--- src/rtl/io_port_arbiter.sv ---
// Arbitrates the data-memory B port between the VGA scan-out reader and the PS2 keyboard.
// VGA has fixed priority; a saturating wait counter forces a keyboard grant when it starves.
module io_port_arbiter #(
    parameter int unsigned ADDR_WIDTH   = 32,
    parameter int unsigned DATA_WIDTH   = 32,
    parameter int unsigned READ_LATENCY = 2,
    parameter int unsigned MAX_WAIT     = 15
) (
    input  logic                  clk,
    input  logic                  rst,

    input  logic                  vga_req,
    input  logic [ADDR_WIDTH-1:0] vga_addr,
    output logic                  vga_gnt,
    output logic                  vga_rvalid,
    output logic [DATA_WIDTH-1:0] vga_rdata,

    input  logic                  kbd_req,
    input  logic                  kbd_we,
    input  logic [ADDR_WIDTH-1:0] kbd_addr,
    input  logic [DATA_WIDTH-1:0] kbd_wdata,
    output logic                  kbd_gnt,
    output logic                  kbd_rvalid,
    output logic [DATA_WIDTH-1:0] kbd_rdata,

    output logic [ADDR_WIDTH-1:0] io_addr,
    output logic                  io_wren,
    output logic [DATA_WIDTH-1:0] io_wdata,
    input  logic [DATA_WIDTH-1:0] io_rdata,

    output logic                  starved
);

    localparam int unsigned STAGES       = READ_LATENCY + 1;
    localparam logic [7:0]  MAX_WAIT_CNT = 8'(MAX_WAIT);

    logic [7:0]            wait_q, wait_d;
    logic [ADDR_WIDTH-1:0] io_addr_q;
    logic                  io_wren_q;
    logic [DATA_WIDTH-1:0] io_wdata_q;
    logic [STAGES-1:0]     pipe_valid_q;
    logic [STAGES-1:0]     pipe_kbd_q;
    logic [DATA_WIDTH-1:0] vga_rdata_q, kbd_rdata_q;
    logic                  push_valid;
    logic                  ret_valid;

    assign starved = (wait_q == MAX_WAIT_CNT);

    // Grants are combinational; a starved keyboard overrides VGA priority.
    always_comb begin
        vga_gnt = 1'b0;
        kbd_gnt = 1'b0;
        if (!rst) begin
            if (kbd_req && (starved || !vga_req)) begin
                kbd_gnt = 1'b1;
            end else if (vga_req) begin
                vga_gnt = 1'b1;
            end
        end
    end

    always_comb begin
        wait_d = wait_q;
        if (!kbd_req || kbd_gnt) begin
            wait_d = 8'd0;
        end else if (!starved) begin
            wait_d = wait_q + 8'd1;
        end
    end

    always_ff @(posedge clk) begin
        if (rst) begin
            wait_q <= 8'd0;
        end else begin
            wait_q <= wait_d;
        end
    end

    // Command stream toward the memory; address/data hold when nothing is granted.
    always_ff @(posedge clk) begin
        if (rst) begin
            io_addr_q  <= '0;
            io_wren_q  <= 1'b0;
            io_wdata_q <= '0;
        end else begin
            io_wren_q <= kbd_gnt & kbd_we;
            if (kbd_gnt) begin
                io_addr_q  <= kbd_addr;
                io_wdata_q <= kbd_wdata;
            end else if (vga_gnt) begin
                io_addr_q <= vga_addr;
            end
        end
    end

    assign io_addr  = io_addr_q;
    assign io_wren  = io_wren_q;
    assign io_wdata = io_wdata_q;

    // Return tracking: one slot per cycle in flight, tail lines up with io_rdata.
    assign push_valid = vga_gnt | (kbd_gnt & ~kbd_we);

    always_ff @(posedge clk) begin
        if (rst) begin
            pipe_valid_q <= '0;
            pipe_kbd_q   <= '0;
        end else begin
            pipe_valid_q <= {pipe_valid_q[STAGES-2:0], push_valid};
            pipe_kbd_q   <= {pipe_kbd_q[STAGES-2:0], kbd_gnt};
        end
    end

    assign ret_valid  = pipe_valid_q[STAGES-1] & ~rst;
    assign vga_rvalid = ret_valid & ~pipe_kbd_q[STAGES-1];
    assign kbd_rvalid = ret_valid & pipe_kbd_q[STAGES-1];

    always_ff @(posedge clk) begin
        if (rst) begin
            vga_rdata_q <= '0;
            kbd_rdata_q <= '0;
        end else begin
            if (vga_rvalid) begin
                vga_rdata_q <= io_rdata;
            end
            if (kbd_rvalid) begin
                kbd_rdata_q <= io_rdata;
            end
        end
    end

    // Pass memory data straight through on the pulse, then hold the captured copy.
    assign vga_rdata = vga_rvalid ? io_rdata : vga_rdata_q;
    assign kbd_rdata = kbd_rvalid ? io_rdata : kbd_rdata_q;

endmodule

--- config.mk ---
export PLATFORM = sky130hd
export DESIGN_NAME = io_port_arbiter
export DESIGN_NICKNAME = d
export VERILOG_FILES = /design/src/rtl/io_port_arbiter.sv
export SDC_FILE = /design/constraint.sdc
export NUM_CORES = 1
export LEC_CHECK = 0
export BUFFER_PORTS_ARGS = -buffer_cell sky130_fd_sc_hd__buf_2
export CORE_MARGIN = 1.5
export CORE_UTILIZATION = 48
export DETAILED_ROUTE_END_ITERATION = 12
export PLACE_DENSITY_LB_ADDON = 0.2
export SLEW_MARGIN = 15
export SYNTH_ARGS = -nofsm -noshare
export SYNTH_HDL_FRONTEND = slang
export SYNTH_SLANG_ARGS = --single-unit
--- constraint.sdc ---
create_clock -name clk -period 2.44 [get_ports clk]
set_clock_uncertainty 0.1 [all_clocks]
set_input_delay 0.61 -clock clk [delete_from_list [all_inputs] [get_ports clk]]
set_output_delay 0.61 -clock clk [all_outputs]
set_load 0.01 [all_outputs]
==> impl_metrics.tcl <==
set metrics [dict create \
    status "finished with violations" \
    violations "negative setup slack" \
    vias 5107 \
    max_stage_delay_ns 0.55 \
    grt_pass1_vias 4714 \
    yosys_warnings 0 \
    synth-seq-cells 143 \
    initial_core_util 0.491 \
    pre_cts_slack_ns -0.000481 \
    grt_max_degree 77 \
    synthDistinctLibCells 35 \
    fin_hold_ws_ns 0.331 \
    peakVddDrop_mv 0.508 \
    rsz0062_at_grt "true" \
    hold_path.class "reg -> reg" \
    grt_util_met2 0.362 \
    placedCellCount 966 \
    chipHeight_um 116 \
    drtPass1Iterations 4 \
    clock_sinks 143 \
    critPathLaunchType "flip-flop" \
    clock_latency_ns 0.42 \
    max_freq_mhz 408 \
    min_period_over_period 1.00 \
    antennaDiodeCount 0 \
    synth_edf_count 0 \
    final_cells 1002 \
    core_area_mm2 0.0126 \
    cts_buffers 17 \
    ant_nets 0 \
    worst-endpoint-required_ns 1.73 \
    drt_wl_total_mm 16.1 \
    synth_fp_nets 692 \
    syn_inst 558 \
    path_clk_slew_ns 0.05 \
    tightest_slew_ns 0.896 \
    syn_area_mm2 0.00617 \
    area_growth_pct 39.6 \
    p_leak_nw 4.04 \
    maxCapViolCount 0 \
    p_per_area_mw_per_mm2 654 \
    yosysTopAreaCellShare 0.464 \
    dieArea_mm2 0.0135 \
    clk_root_buffer_cell "clkbuf_16" \
    grt.busiest_layer "met2" \
    nets 951 \
    postSynthAreaPerCell_um2 11.1 \
    fin_total_pwr_mw 5.63 \
    path_cells "or4_4 > o21ai_2 > and3b_1 > buf_2" \
    drt_iter0_drc 267 \
    rows 41 \
    finalHoldViolCount 0 \
    slew_headroom 0.400 \
    cts_tree "built" \
    drive_above_1_share 0.478 \
    viasPerCell 5.10 \
    gr-total-overflow 0 \
    met1_usage 0.230 \
    fp.dieW_um 116 \
    worst_slack_ns -0.00945 \
    yosysSeqAreaShare 0.464 \
    io_pins 267 \
    async_flop_share 0 \
    drc 0 \
    grt_use_total 0.207 \
    place.port_buffers 266 \
    routabilityCongestion 0.753 \
    synth_top_area_cell "dfxtp_1" \
    path_max_fanout 4 \
    drv_slew 0 \
    cp-end-kind "output pin" \
    place_hpwl_mm 10.5 \
    n_fill_cell 940 \
    ctsLongestPathBuffers 2 \
    synthTopCellsByArea "dfxtp_1, mux2_2, mux2i_1" \
    final_area_mm2 0.00861 \
    placed_cell_area_mm2 0.00759 \
    cts_hold_buffers 0 \
    antenna_found_initial 0 \
    crit_arrival_ns 1.74 \
    synth_flop_cell "dfxtp_1" \
    wl_per_cell_um 16.1 \
    grt_use_met3 0.0747 \
    finalSetupViolations 1 \
    slowest_stage "or4_4" \
    htreeDepth 4 \
    post-route-min-period_ns 2.45 \
    grt_pass1_wl_mm 21.8 \
    critical_path_class "reg -> out" \
]
-- logic make-up (layout without fill, tap and decap cells) --
family          count (synthesis)  count (layout)  synth area share
simple gates                  161             161             0.163
xor+xnor                        2               2           0.00284
flops                         143             143             0.464
buf+inv                        46             318            0.0453
compound gates                 77              77             0.102
mux                           128             128             0.221
fa+ha+maj                       1               1           0.00203
-- worst max-delay path: cells and delay by family (launching register included) --
kind	cells	cell delay (ns)
and+or+nand+nor	2	0.71
AOI/OAI and AO/OA	1	0.14
DFF	1	0.34
buffers and inverters	1	0.13
-- what timing repair did --
action	in CTS	in global routing
endpoints found under the setup margin	12	35
buffers inserted	0	1
gates cloned	0	3
resized for setup	5	72
-- layout by cell type, fill, tap and decap left out, drive strengths merged, types with 2 or more instances in the layout --
cell / n
nand2b: 65
nand2: 4
nor2: 5
clkinvlp: 3
nand3: 3
clkbuf: 23
nor3b: 2
mux2: 64
buf: 281
or3: 4
mux2i: 64
and3b: 2
o21ai: 5
o221a: 32
clkinv: 7
bufinv: 2
nor2b: 68
a21oi: 37
nand3b: 2
dfxtp: 143
inv: 2
nand4: 2
-- Yosys cell counts, drive strengths merged, types with 4 or more instances --
cell type	n
o221a	32
dfxtp	143
clkbuf	24
buf	19
a21oi	37
or3	4
o21ai	5
nand2b	65
nand2	4
nor2	5
mux2	64
nor2b	68
mux2i	64
-- report_power, final --
part | internal, mW | switching, mW | total, mW
Clock | 1.60 | 0.960 | 2.56
Sequential | 2.42 | 0.0397 | 2.46
Combinational | 0.314 | 0.294 | 0.609
Total | 4.33 | 1.29 | 5.63
-- flip-flops by register name, summed over array words and instances, names as in the netlist --
register      cells
io_wdata         32
pipe_kbd_q        3
pipe_valid_q      3
kbd_rdata_q      32
wait_q            8
io_addr          32
vga_rdata_q      32
io_wren           1
-- cell type report --
cell class | instances | area (um2) | area share
Sequential cell | 143 | 2870 | 0.333
Inverter | 3 | 11.3 | 0.00131
Multi-Input combinational cell | 369 | 3190 | 0.371
Timing Repair Buffer | 283 | 1730 | 0.200
Clock buffer | 21 | 480 | 0.0558
Tap cell | 172 | 215 | 0.0250
Clock inverter | 11 | 113 | 0.0131
-- layer usage --
layer,vias up,part of all wire
li1,2474,-
met1,2434,0.41
met2,183,0.51
met3,16,0.070
met4,0,0.011
met5,-,0
-- through the flow --
step / utilization / TNS, ns
floorplan: - / 0
global placement: 0.604 / 0
detailed placement: 0.604 / -0.000481
CTS: 0.652 / -0.0554
global route: 0.685 / -0.740
finish: 0.685 / -0.00945
-- worst paths after layout --
check	startpoint	to	slack (ns)	depth (start not counted)
setup / recovery	wait_q[7]$_SDFFE_PP0N_	kbd_gnt	-0.009	4
hold / removal	pipe_kbd_q[0]$_SDFF_PP0_	pipe_kbd_q[1]$_SDFF_PP0_	0.33	1
setup reg to reg	wait_q[7]$_SDFFE_PP0N_	io_addr[9]$_SDFFE_PP0P_	0.14	4
hold reg to reg	pipe_kbd_q[0]$_SDFF_PP0_	pipe_kbd_q[1]$_SDFF_PP0_	0.33	1
Power figures use the tool's default switching activity.
